==> config.mk <==
export PLATFORM = sky130hd
export DESIGN_NAME = move_sequencer
export DESIGN_NICKNAME = d
export VERILOG_FILES = /design/src/rtl/move_sequencer.sv
export SDC_FILE = /design/constraint.sdc
export NUM_CORES = 1
export LEC_CHECK = 0
export BUFFER_PORTS_ARGS = -buffer_cell sky130_fd_sc_hd__buf_2
export CAP_MARGIN = 30
export CELL_PAD_IN_SITES_DETAIL_PLACEMENT = 1
export CELL_PAD_IN_SITES_GLOBAL_PLACEMENT = 1
export CORE_AREA = 8 8 91 93
export DETAILED_ROUTE_END_ITERATION = 10
export DIE_AREA = 0 0 99 101
export MAX_ROUTING_LAYER = met4
export PLACE_DENSITY = 0.95
export SLEW_MARGIN = 20
export SYNTH_ARGS = -nofsm -noshare
export SYNTH_HDL_FRONTEND = slang
export SYNTH_SLANG_ARGS = --single-unit
==> constraint.sdc <==
create_clock -name CLOCK_50 -period 4.7 [get_ports CLOCK_50]
set_input_delay 0.47 -clock CLOCK_50 [delete_from_list [all_inputs] [get_ports CLOCK_50]]
set_output_delay 0.47 -clock CLOCK_50 [all_outputs]
set_load 0.03 [all_outputs]
==> src/rtl/move_sequencer.sv <==
// rtl/move_sequencer.sv - chess move validator/committer over an 8x8 board port; optional TURN_ENFORCE_EN
module move_sequencer #(
  parameter logic [3:0] EMPTY_CODE = 4'd15
) (
  input  logic       CLOCK_50,
  input  logic       reset,
  input  logic       req_valid,
  output logic       req_ready,
  input  logic [2:0] old_x,
  input  logic [2:0] old_y,
  input  logic [2:0] new_x,
  input  logic [2:0] new_y,
  output logic [2:0] rd_x,
  output logic [2:0] rd_y,
  input  logic [3:0] rd_data,
  output logic       wr_en,
  output logic [2:0] wr_x,
  output logic [2:0] wr_y,
  output logic [3:0] wr_data,
  output logic       done,
  output logic       accepted,
  output logic       turn
);

  typedef enum logic [2:0] {
    IDLE, FETCH_SRC, FETCH_DST, SCAN, COMMIT_DST, COMMIT_SRC, RESULT
  } state_t;

  state_t state, next_state;

  logic [2:0] ox, oy, nx, ny;
  logic [2:0] dx, dy;
  logic [3:0] piece;
  logic [2:0] cx, cy;
  logic [2:0] remain;
  logic       pass;
  logic       turn_q;

  logic       latch_piece, load_scan, scan_advance;

  // Derived move properties, all from latched coordinates and piece.
  logic       p_black;
  logic [3:0] kind;
  logic [2:0] mx;
  logic [2:0] step_x, step_y;
  logic       straight, diag, knight_ok, king_ok;
  logic       forward, pawn_ok, pawn_double;
  logic       dst_empty, dst_own;
  logic       geom_ok;
  logic [2:0] scan_n;
  logic       src_reject;
  logic       colour_ok;

  always_comb begin
    p_black     = (piece >= 4'd6);
    kind        = p_black ? (piece - 4'd6) : piece;
    mx          = (dx > dy) ? dx : dy;
    step_x      = (nx > ox) ? 3'd1 : ((nx < ox) ? 3'd7 : 3'd0);
    step_y      = (ny > oy) ? 3'd1 : ((ny < oy) ? 3'd7 : 3'd0);
    straight    = (dx == 3'd0) ^ (dy == 3'd0);
    diag        = (dx == dy);
    knight_ok   = ((dx == 3'd1) && (dy == 3'd2)) || ((dx == 3'd2) && (dy == 3'd1));
    king_ok     = (mx == 3'd1);
    forward     = p_black ? (ny < oy) : (ny > oy);
    dst_empty   = (rd_data == EMPTY_CODE);
    dst_own     = !dst_empty && ((rd_data >= 4'd6) == p_black);
    pawn_double = (dx == 3'd0) && (dy == 3'd2) && forward && dst_empty &&
                  (oy == (p_black ? 3'd6 : 3'd1));
    pawn_ok     = ((dx == 3'd0) && (dy == 3'd1) && forward && dst_empty) ||
                  pawn_double ||
                  ((dx == 3'd1) && (dy == 3'd1) && forward && !dst_empty);
    case (kind)
      4'd0:    geom_ok = straight;
      4'd1:    geom_ok = knight_ok;
      4'd2:    geom_ok = diag;
      4'd3:    geom_ok = straight || diag;
      4'd4:    geom_ok = king_ok;
      4'd5:    geom_ok = pawn_ok;
      default: geom_ok = 1'b0;
    endcase
    if ((kind == 4'd0) || (kind == 4'd2) || (kind == 4'd3) || ((kind == 4'd5) && pawn_double))
      scan_n = mx - 3'd1;
    else
      scan_n = 3'd0;
`ifdef TURN_ENFORCE_EN
    colour_ok = ((rd_data >= 4'd6) == turn_q);
`else
    colour_ok = 1'b1;
`endif
    src_reject = (rd_data == EMPTY_CODE) || (rd_data > 4'd11) ||
                 ((ox == nx) && (oy == ny)) || !colour_ok;
  end

  always_comb begin
    next_state   = state;
    latch_piece  = 1'b0;
    load_scan    = 1'b0;
    scan_advance = 1'b0;
    case (state)
      IDLE: if (req_valid) next_state = FETCH_SRC;
      FETCH_SRC: begin
        if (src_reject) begin
          next_state = RESULT;
        end else begin
          next_state  = FETCH_DST;
          latch_piece = 1'b1;
        end
      end
      FETCH_DST: begin
        if (dst_own || !geom_ok) begin
          next_state = RESULT;
        end else if (scan_n == 3'd0) begin
          next_state = COMMIT_DST;
        end else begin
          next_state = SCAN;
          load_scan  = 1'b1;
        end
      end
      SCAN: begin
        // First blocker on the path ends the move; no board write happens.
        if (rd_data != EMPTY_CODE)
          next_state = RESULT;
        else if (remain == 3'd1)
          next_state = COMMIT_DST;
        else
          scan_advance = 1'b1;
      end
      COMMIT_DST: next_state = COMMIT_SRC;
      COMMIT_SRC: next_state = RESULT;
      RESULT:     next_state = IDLE;
      default:    next_state = IDLE;
    endcase
  end

  always_ff @(posedge CLOCK_50) begin
    if (reset) begin
      state  <= IDLE;
      ox     <= 3'd0;
      oy     <= 3'd0;
      nx     <= 3'd0;
      ny     <= 3'd0;
      dx     <= 3'd0;
      dy     <= 3'd0;
      piece  <= 4'd0;
      cx     <= 3'd0;
      cy     <= 3'd0;
      remain <= 3'd0;
      pass   <= 1'b0;
      turn_q <= 1'b0;
    end else begin
      state <= next_state;
      if ((state == IDLE) && req_valid) begin
        ox   <= old_x;
        oy   <= old_y;
        nx   <= new_x;
        ny   <= new_y;
        dx   <= (new_x >= old_x) ? (new_x - old_x) : (old_x - new_x);
        dy   <= (new_y >= old_y) ? (new_y - old_y) : (old_y - new_y);
        pass <= 1'b0;
      end
      if (latch_piece)
        piece <= rd_data;
      if (load_scan) begin
        cx     <= ox + step_x;
        cy     <= oy + step_y;
        remain <= scan_n;
      end
      if (scan_advance) begin
        cx     <= cx + step_x;
        cy     <= cy + step_y;
        remain <= remain - 3'd1;
      end
      if (state == COMMIT_SRC)
        pass <= 1'b1;
`ifdef TURN_ENFORCE_EN
      if ((state == RESULT) && pass)
        turn_q <= ~turn_q;
`endif
    end
  end

  // Outputs are held quiet while reset is high so an interrupted commit cannot land.
  always_comb begin
    req_ready = (state == IDLE);
    rd_x      = 3'd0;
    rd_y      = 3'd0;
    wr_en     = 1'b0;
    wr_x      = 3'd0;
    wr_y      = 3'd0;
    wr_data   = 4'd0;
    done      = 1'b0;
    accepted  = 1'b0;
    turn      = turn_q;
    if (!reset) begin
      case (state)
        FETCH_SRC: begin
          rd_x = ox;
          rd_y = oy;
        end
        FETCH_DST: begin
          rd_x = nx;
          rd_y = ny;
        end
        SCAN: begin
          rd_x = cx;
          rd_y = cy;
        end
        COMMIT_DST: begin
          wr_en   = 1'b1;
          wr_x    = nx;
          wr_y    = ny;
          wr_data = piece;
        end
        COMMIT_SRC: begin
          wr_en   = 1'b1;
          wr_x    = ox;
          wr_y    = oy;
          wr_data = EMPTY_CODE;
        end
        RESULT: begin
          done     = 1'b1;
          accepted = pass;
        end
        default: ;
      endcase
    end
  end

endmodule
---- Yosys cells after proc, flatten, opt, wreduce, memory -nomap -nowiden ----
Cells that the tools add are included.
W data, S select, Z words.
word-level totals
  register bits after elaboration ......... 35
  logic and storage cells ................. 148
cells by class
  add/sub/neg operators ................... 11
  magnitude comparators ................... 10
  eq/ne operators ......................... 26
  mux-type cells .......................... 51
  bitwise gates (word level) .............. 1
  reductions and logical operators ........ 37
operators with widths
  operator               count
  $mux W3                25
  $pmux W3 S3            2
  $pmux W3 S6            1
  $mux W1                17
  $logic_and A1 B1 Y1    16
  $eq A3 B1 Y1 const B   5
  $add A3 B3 Y3          4
  $eq A3 B2 Y1 const B   4
  $eq A3 B3 Y1           4
  $logic_not A3 Y1       4
  $pmux W3 S2            2
  $sub A3 B3 Y3          4
  $logic_or A1 B1 Y1     10
  $eq A3 B3 Y1 const B   3
  $gt A3 B3 Y1           3
  $eq A4 B2 Y1 const B   2
  $eq A4 B3 Y1 const B   2
  $ge A4 B3 Y1 const B   2
  $mux W4                2
  $pmux W4 S2            1
  $ge A3 B3 Y1           2
  $lt A3 B3 Y1           2
  $pmux W1 S6            1
  $sub A3 B1 Y3 const B  2
  other kinds (14)       16

---- Longest topological paths before layout ----
Gate-level depths: netlist (run 1).
  depth in word-level cells ............... 14
  depth in mapped cells ................... 16
  mapped depth without buffers ............ 15

---- Worst setup path after synthesis (run 1) ----
No wires, ideal clock.
  kind .................................... register to register
  start ................................... register dy[1]
  end ..................................... register cx[0]
  setup time .............................. 0.128 ns
  data arrival time ....................... 2.776 ns
  path slack .............................. 1.796 ns
  stages on the path, launching flop included .. 13
  period minus slack after synthesis ...... 2.904 ns
  cells stage by stage .................... dfxtp_1 inv_1 ha_1 nor2b_4 or3_4 a21bo_2 and2_1 ha_1 xnor2_1 a21o_4 o31ai_4 mux2i_1 nor2_1
between the ends
  word-level cells in the longest chain between the ends .. 13
  elaborated cells on any way between the ends .. 36
  those cells by class .................... add/sub (1); order compare (1); eq/ne (4); mux (6); bitwise (1); reduce/logical (23)
ends and longest elaborated chain
  item                                                   line  RTL
  start, declared                                        32    logic [2:0] dx, dy;
  start signal, assigned                                 158   dy <= (new_y >= old_y) ? (new_y - old_y) : (old_y - new_y);
  branches (longest 10 deep; another with $gt A3 B3 Y1)  --
  $mux W1 *                                              110   if (dst_own || !geom_ok) begin
  $mux W1 *                                              99    case (state)
  $reduce_bool A2 Y1 (no line) *                         --
  end signal, assigned                                   164   cx <= ox + step_x;
  end signal, assigned                                   169   cx <= cx + step_x;
  end, declared                                          34    logic [2:0] cx, cy;
Mark *: on every way between the ends.
A chain may end at the register's enable or synchronous reset.

---- Worst setup path in the final report (run 1) ----
  start ................................... register dy[1]
  end ..................................... register cy[0]
between the ends
  word-level cells in the longest chain between the ends .. 13
  elaborated cells on any way between the ends .. 36
  those cells by class .................... add/sub (1); order compare (1); eq/ne (4); mux (6); bitwise (1); reduce/logical (23)
ends and longest elaborated chain
  item                                                   line  RTL
  branches (longest 10 deep; another with $gt A3 B3 Y1)  --
  $mux W1 *                                              110
  $mux W1 *                                              99
  $reduce_bool A2 Y1 (no line) *                         --
  end signal, assigned                                   165   cy <= oy + step_y;
  end signal, assigned                                   170   cy <= cy + step_y;
  end, declared                                          34
Marks and branches as above.

==> flow_summary.ini, run 1 <==
[clock_network]
cts_buffers = 5
cts_hold_buf = 0
cts_resized = 0
cts.root.buffer_cell = clkbuf_8
clk_latency_ns = 0.29
cts_max_level = 2
clkSlewWorstSetupHoldPaths_ns = 0.08
postCtsSetupBuffers = 0
cts_tree = done
clock-sinks = 35
cts_buffer_depth = 2

[drt]
drtPass1Iterations = 5
drt_iter0_drc = 148
ant_nets = 0
wirelength_um = 9410
drc = 0
via_per_inst = 5.98
avgRoutedWirePerCell_um = 18.7
vias = 3010

[floorplanning]
start_util = 0.445
core_mm2 = 0.00694
dieHeight_um = 101
dieArea_mm2 = 0.0100
io-pin-count = 40
rows = 31
die_x_um = 99

[sta]
relSlewSlack = 0.542
max_freq_mhz = 296
hold_viol_final = 0
rsz0062_at_grt = false
finalSetupViolations = 0
worst_slack_ns = 1.32
fin_worst_skew_ns = 0.00700
worst_pin_slew_ns = 0.687
hold_ws_ns = 0.435
maxSlewViolCount = 0
min_period_over_period = 0.719
tns_ns = 0
period_minus_slack_ns = 3.38

[grt]
grt_pass1_wl_um = 15700
grt_pass1_vias = 3232
track_usage = 0.199
grt_max_degree = 40
gr-total-overflow = 0
antenna_found_initial = 0

[cells_and_area]
final_area_mm2 = 0.00342
finalNetCount = 469
final_cell_mix = nand2_1 (50), nor2_1 (43), buf_2 (38)
multiInputGateArea_mm2 = 0.00216
fill_cells = 886
areaGrowthSynthToFinish_pct = 10.6
post-route-util = 0.492
drive_gt1_frac = 0.178
instances_no_fill = 503
mostFrequentLayoutCell = nand2_1
insertedDiodeCount = 0
area.sequential_um2 = 701

[placed_design]
place_inst = 495
gp_congestion = 0.856
dpl.hpwl_um = 7070
place_ws_ns = 1.43
io_buffers = 38
placed_area_mm2 = 0.00330

[setup_path]
critPathMaxFanout = 7
worstPathArrival_ns = 3.54
cpMostUsedCell = ha_1
crit_chain = inv_1, ha_1, nor2b_4, or3_4, a21bo_2, and2_1, ha_1, xnor2_1, a21o_4, o31ai_4, mux2i_1, nor2_1
end_kind = flop
start_kind = flop
crit_required_ns = 4.86
cpPeakStageDelay_ns = 0.45
critPathSlowestCell = dfxtp_1
worstSetupPathType = reg2reg

[synth]
synth-async-reset-ratio = 0
synth-main-ff-cell = dfxtp_1
ys_types = 73
synth_area_leaders = dfxtp_1 (23%), ha_1 (9.7%), mux2i_1 (7.1%)
synth_enable_flop_cells = 0
ys_ff_latch = 35
synth_area_per_cell_um2 = 7.86
synth_area_leader_cell = dfxtp_1
netlist_instances = 393
yosys.area.top_type_share = 0.227
seq_area_frac_synth = 0.227
synth_area_mm2 = 0.00309
synth.net_count = 442
synth_warnings = 0

[hold_path]
hp-class = in2reg

[power_and_ir_drop]
p_leak_nw = 1.46
vdd_ir_drop_max_v = 0.000198
power_frac_seq = 0.249
p_per_area_mw_per_mm2 = 624
p_clk_frac = 0.131
netSwitchingFraction = 0.509
p_int_mw = 1.05
p_switching_mw = 1.09
pwr-share-comb = 0.619
p_total_mw = 2.13

[run]
max_cap_violations = 0

[run_status]
status = finished, final reports clean
[layout make-up]
class | count | area share
Tap cell | 82 | 0.0300
Clock buffer | 5 | 0.0201
Clock inverter | 3 | 0.0128
Inverter | 30 | 0.0330
Sequential cell | 35 | 0.205
Timing Repair Buffer | 42 | 0.0678
Multi-Input combinational cell | 306 | 0.631
[cell families (layout without fill, tap and decap cells)]
| logic type | count (synthesis) | after routing | synth area share |
|---|---|---|---|
| AO/OA/AOI/OAI | 83 | 83 | 0.191 |
| XOR/XNOR | 7 | 7 | 0.0199 |
| adder cells (fa/ha/maj) | 30 | 30 | 0.136 |
| buffers and inverters | 52 | 80 | 0.0750 |
| flip-flops | 35 | 35 | 0.227 |
| multiplexers | 25 | 25 | 0.0859 |
| other | 1 | 1 | 0.00121 |
| AND/OR/NAND/NOR | 160 | 160 | 0.264 |
[routing by layer]
metal,vias to the layer above,part of all wire,global-route usage
met5,-,0,-
met4,0,0.032,0.0897
met3,25,0.029,0.0221
met2,67,0.54,0.364
met1,1501,0.40,0.212
li1,1417,-,-
[registers in the layout, indices dropped and copies added (netlist names)]
| register | count |
|---|---|
| piece | 4 |
| ox | 3 |
| state | 3 |
| ny | 3 |
| nx | 3 |
| pass | 1 |
| dx | 3 |
| cx | 3 |
| oy | 3 |
| remain | 3 |
| cy | 3 |
| dy | 3 |
[worst paths after layout]
kind	to	slack, ns	cells after the start	startpoint
max	cy[0]	1.32	12	dy[1]
min	ox[2]	0.44	3	old_x[2]
max reg2reg	cy[0]	1.32	12	dy[1]
min reg2reg	ox[1]	0.49	2	ox[1]
[critical path, delay by kind of cell (launching register included)]
family | cells | cell delay (ns)
AO/OA/AOI/OAI | 3 | 0.92
XOR/XNOR | 1 | 0.17
adder cells (fa/ha/maj) | 2 | 0.55
buffers and inverters | 1 | 0.12
flip-flops | 1 | 0.45
multiplexers | 1 | 0.27
AND/OR/NAND/NOR | 4 | 0.75
[synthesized netlist by cell type, types with 2 or more instances]
cell,number
nand3_1,7
buf_6,2
buf_2,2
mux2i_1,22
nor2_1,43
a31oi_1,6
a21oi_1,26
or3_1,3
nand4_1,3
a211oi_1,7
inv_1,29
xor2_1,3
nand2b_1,9
a21o_1,4
nand2_1,50
o21ai_0,12
nor2b_1,2
dfxtp_1,35
ha_1,24
nor3_1,9
and2_1,3
mux2_2,2
a22oi_1,6
o21a_1,3
nor4_1,5
clkbuf_1,15
nor2_2,2
xnor2_1,4
nand3b_1,5
fa_1,6
a32oi_1,2
[power by group through the flow]
stage / Combinational (mW) / Sequential, mW / Clock, mW
floorplan: 1.04 / 0.442 / 0
global placement: 1.15 / 0.545 / 0
detailed placement: 1.28 / 0.531 / 0
CTS: 1.32 / 0.526 / 0.281
global route: 1.45 / 0.546 / 0.292
finish: 1.32 / 0.532 / 0.280
Note: power is estimated with default switching activity, not from simulation.
==> inputs of run 2 (changes only) <==
--- a/config.mk
+++ b/config.mk
@@ -9,11 +9,11 @@
 export CAP_MARGIN = 30
 export CELL_PAD_IN_SITES_DETAIL_PLACEMENT = 1
 export CELL_PAD_IN_SITES_GLOBAL_PLACEMENT = 1
-export CORE_AREA = 8 8 91 93
+export CORE_AREA = 8 8 98 100
 export DETAILED_ROUTE_END_ITERATION = 10
-export DIE_AREA = 0 0 99 101
+export DIE_AREA = 0 0 106 108
 export MAX_ROUTING_LAYER = met4
-export PLACE_DENSITY = 0.95
+export PLACE_DENSITY = 0.87
 export SLEW_MARGIN = 20
 export SYNTH_ARGS = -nofsm -noshare
 export SYNTH_HDL_FRONTEND = slang
==> constraint.sdc (replaced) <==
create_clock -name CLOCK_50 -period 3.1 [get_ports CLOCK_50]
set_input_delay 0.31 -clock CLOCK_50 [delete_from_list [all_inputs] [get_ports CLOCK_50]]
set_output_delay 0.31 -clock CLOCK_50 [all_outputs]
set_load 0.03 [all_outputs]
==> flow_summary.ini, run 2 (synthesized netlist as in run 1, its figures left out) <==
[placed_design]
io_buffers = 38
dpl.hpwl_um = 7070
gp_congestion = 0.836

[clock_network]
clock-sinks = 35
cts.root.buffer_cell = clkbuf_8
cts_max_level = 2
cts_tree = done
cts_buffer_depth = 2
cts_buffers = 5
cts_hold_buf = 0
clkSlewWorstSetupHoldPaths_ns = 0.08
clk_latency_ns = 0.29

[floorplanning]
core_mm2 = 0.00805
dieArea_mm2 = 0.0114
dieHeight_um = 108
start_util = 0.384
die_x_um = 106
rows = 33
io-pin-count = 40

[setup_path]
crit_required_ns = 3.25
worstPathArrival_ns = 3.19
critPathSlowestCell = dfxtp_1
cpPeakStageDelay_ns = 0.38
worstSetupPathType = reg2reg
crit_chain = ha_4, nor2b_4, or3_4, a21bo_2, and2_1, inv_1, ha_1, nand4bb_1, a31o_4, o31ai_4, buf_6, mux2i_1, nor2_1
start_kind = flop
critPathMaxFanout = 6
end_kind = flop

[sta]
hold_ws_ns = 0.266
maxSlewViolCount = 0
finalSetupViolations = 0
relSlewSlack = 0.512
tns_ns = 0
worst_pin_slew_ns = 0.732
fin_worst_skew_ns = 0.00448
max_freq_mhz = 329
period_minus_slack_ns = 3.04
min_period_over_period = 0.980
hold_viol_final = 0

[run_status]
status = finished, final reports clean

[drt]
drtPass1Iterations = 4
drt_iter0_drc = 92
wirelength_um = 9630
via_per_inst = 5.63
drc = 0
ant_nets = 0
vias = 3018
avgRoutedWirePerCell_um = 18.0

[cells_and_area]
regMostFlops = piece
finalNetCount = 479
mostFrequentLayoutCell = nand2_1
final_cell_mix = nand2_1 (50), nor2_1 (42), buf_2 (38)
areaGrowthSynthToFinish_pct = 14.0
post-route-util = 0.437
multiInputGateArea_mm2 = 0.00218
drive_gt1_frac = 0.216
area.sequential_um2 = 704
insertedDiodeCount = 0
fill_cells = 997
largest_reg_flops = 4

[grt]
grt_pass1_wl_um = 15500
grt_max_degree = 40
antenna_found_initial = 0
track_usage = 0.171
gr-total-overflow = 0
grt_pass1_vias = 3173

[power_and_ir_drop]
p_int_mw = 1.61
p_leak_nw = 1.50
pwr-share-comb = 0.666
p_clk_frac = 0.104
p_switching_mw = 1.65
netSwitchingFraction = 0.505
vdd_ir_drop_max_v = 0.000383
p_per_area_mw_per_mm2 = 926
power_frac_seq = 0.230

[hold_path]
hp-class = in2reg

[run]
max_cap_violations = 0
-- run 2: changes by cell type in the layout (fill, tap and decap cells not counted), sizes merged --
cell	change
bufinv	-1
buf	+10
clkinvlp	+2
clkinv	-1
-- run 2: final cells by class --
class,count,share of cell area
inverter,30,0.0320
sequential,35,0.200
clock inverter,3,0.00569
timing repair buffer,52,0.0850
tap,105,0.0373
clock buffer,5,0.0196
multi-input combinational,306,0.620
-- run 2: path summary, 6_finish.rpt --
kind | from | end | slack, ns | cells after the start
setup / recovery | dx[1] | cx[0] | 0.06 | 13
hold / removal | old_y[2] | oy[2] | 0.27 | 3
setup reg to reg | dx[1] | cx[0] | 0.06 | 13
hold reg to reg | ny[2] | ny[2] | 0.51 | 2
-- run 2: repair_timing --
action                     CTS  global route
setup endpoints to repair    3            12
buffers inserted             3             2
pin swaps                    2             3
gates resized for setup      0             9
-- run 2: through the flow --
step	cells	cell area [µm²]	power (mW)	worst slack, ns
2_1_floorplan	393	3090	2.24	0.196
6_report	536	3520	3.26	0.0620
3_5_place_dp	523	3360	2.74	0.0109
3_3_place_gp	523	3360	2.61	0.145
5_1_grt	536	3520	3.50	-0.0163
4_1_cts	534	3470	3.12	0.0000488
-- run 2: per-layer routing --
layer  vias up  wire length (µm)  GRT usage
met4         0               299     0.0693
li1       1439                 -          -
met2        74              4910      0.303
met1      1484              4080      0.190
met3        21               338     0.0238
met5         -                 0          -
-- run 2: worst max-delay path: cells and delay by family, from the launching register on --
| family | cells | cell delay [ns] |
|---|---|---|
| and+or+nand+nor | 5 | 0.92 |
| DFF | 1 | 0.38 |
| buffers and inverters | 2 | 0.22 |
| adders and majority gates | 2 | 0.38 |
| AOI/OAI and AO/OA | 3 | 0.76 |
| muxes | 1 | 0.23 |
-- run 2: power groups by stage --
stage	sequential [mW]	clock (mW)	combinational, mW
floorplan	0.671	0	1.57
global placement	0.733	0	1.88
detailed placement	0.749	0	2.00
CTS	0.739	0.344	2.03
global route	0.769	0.357	2.37
finish	0.749	0.341	2.17
==> inputs of run 3 (changes only) <==
==> constraint.sdc (replaced) <==
create_clock -name CLOCK_50 -period 2.65 [get_ports CLOCK_50]
set_input_delay 0.265 -clock CLOCK_50 [delete_from_list [all_inputs] [get_ports CLOCK_50]]
set_output_delay 0.265 -clock CLOCK_50 [all_outputs]
set_load 0.03 [all_outputs]
==> flow_summary.ini, run 3 (synthesized netlist as in run 1, its figures left out) <==
[setup_path]
worstSetupPathType = reg2reg
start_kind = flop
cpPeakStageDelay_ns = 0.37
crit_chain = inv_2, ha_4, nor2b_4, or3_4, a21bo_4, and2_4, inv_4, ha_4, nand4bb_4, a31o_4, buf_6, nor3_4, mux2i_1, a31oi_1
critPathSlowestCell = or3_4
cpMostUsedCell = ha_4
crit_required_ns = 2.82
critPathMaxFanout = 5
end_kind = flop
worstPathArrival_ns = 3.08

[grt]
track_usage = 0.200
grt_pass1_wl_um = 17900
antenna_found_initial = 0
gr-total-overflow = 0
grt_pass1_vias = 3565
grt_max_degree = 38

[cells_and_area]
mostFrequentLayoutCell = nand2_1
insertedDiodeCount = 0
drive_gt1_frac = 0.310
regMostFlops = piece
final_cell_mix = nand2_1 (49), buf_4 (41), nor2_1 (39)
areaGrowthSynthToFinish_pct = 27.8
fill_cells = 1019
final_area_mm2 = 0.00395
largest_reg_flops = 4
finalNetCount = 512
instances_no_fill = 569

[drt]
drtPass1Iterations = 5
drt_iter0_drc = 154
via_per_inst = 5.72
vias = 3255
drc = 0
ant_nets = 0
avgRoutedWirePerCell_um = 19.8
wirelength_um = 11200

[sta]
finalSetupViolations = 12
fin_worst_skew_ns = 0.00490
rsz0062_at_grt = true
maxSlewViolCount = 0
min_period_over_period = 1.10
hold_ws_ns = 0.238
worst_pin_slew_ns = 0.541
worst_slack_ns = -0.259
period_minus_slack_ns = 2.91
relSlewSlack = 0.638
max_freq_mhz = 344
hold_viol_final = 0

[clock_network]
cts.root.buffer_cell = clkbuf_8
clkSlewWorstSetupHoldPaths_ns = 0.08
cts_buffer_depth = 2
clk_latency_ns = 0.30
cts_max_level = 2
cts_buffers = 5
clock-sinks = 35
cts_tree = done
cts_hold_buf = 0

[power_and_ir_drop]
p_per_area_mw_per_mm2 = 1190
p_clk_frac = 0.086
p_int_mw = 2.36
netSwitchingFraction = 0.496
pwr-share-comb = 0.742
vdd_ir_drop_max_v = 0.000453
power_frac_seq = 0.172
p_leak_nw = 1.69
p_switching_mw = 2.32

[floorplanning]
rows = 33
dieArea_mm2 = 0.0114
start_util = 0.384
io-pin-count = 40
die_x_um = 106
dieHeight_um = 108
core_mm2 = 0.00805

[hold_path]
hp-class = in2reg

[placed_design]
io_buffers = 38
placed_area_mm2 = 0.00360
place_inst = 551
gp_congestion = 0.863
dpl.hpwl_um = 7370

[run_status]
violations = setup timing
status = complete, but fails checks

[run]
max_cap_violations = 0
==> run 3: cell count changes in the layout (fill, tap and decap cells not counted), sizes merged <==
cell and delta:
buf +33
==> run 3: metal layers <==
layer | share of wire | track usage | vias to the layer above
li1 | - | - | 1512
met1 | 0.40 | 0.214 | 1607
met2 | 0.52 | 0.355 | 98
met3 | 0.037 | 0.0286 | 38
met4 | 0.042 | 0.0995 | 0
met5 | 0 | - | -
==> run 3: worst max-delay path: cells and delay by family, from the launching register on <==
family | cells | cell delay (ns)
compound gates | 3 | 0.58
fa+ha+maj | 2 | 0.33
mux | 1 | 0.22
flops | 1 | 0.33
buf+inv | 3 | 0.27
simple gates | 5 | 1.05
==> run 3: power groups by stage <==
stage	clock network (mW)	logic [mW]	registers [mW]
2_1_floorplan	0	1.87	0.789
3_3_place_gp	0	2.60	0.793
3_5_place_dp	0	2.72	0.803
4_1_cts	0.405	3.15	0.793
5_1_grt	0.432	3.72	0.819
6_report	0.403	3.47	0.806
==> run 3: per-stage QoR <==
stage / TNS (ns) / worst slack (ns) / total power [mW] / utilization
2_1_floorplan: -0.497 / -0.121 / 2.66 / -
3_3_place_gp: -0.917 / -0.124 / 3.39 / 0.447
3_5_place_dp: -1.91 / -0.250 / 3.53 / 0.447
4_1_cts: -1.88 / -0.206 / 4.35 / 0.480
5_1_grt: -3.33 / -0.361 / 4.97 / 0.490
6_report: -2.07 / -0.259 / 4.68 / 0.490
==> run 3: final cells by class <==
type                       instances  area (µm²)  share of cell area
clock buffer                       5        68.8              0.0174
clock inverter                     3        20.0             0.00507
inverter                          30         115              0.0292
multi-input combinational        306        2340               0.593
sequential                        35         704               0.179
tap                              105         131              0.0333
timing repair buffer              85         566               0.143
==> run 3: path summary, 6_finish.rpt <==
kind,from,end,slack (ns),cells after the start
setup / recovery,dy[1],cx[2],-0.26,14
hold / removal,new_y[0],ny[0],0.24,3
setup reg to reg,dy[1],cx[2],-0.26,14
hold reg to reg,remain[1],remain[1],0.50,2
==> run 3: repair_timing <==
item                                    CTS  global route
resized for setup                        28            11
endpoints found under the setup margin   12            12
pin swaps                                13            10
setup buffers                             9             5
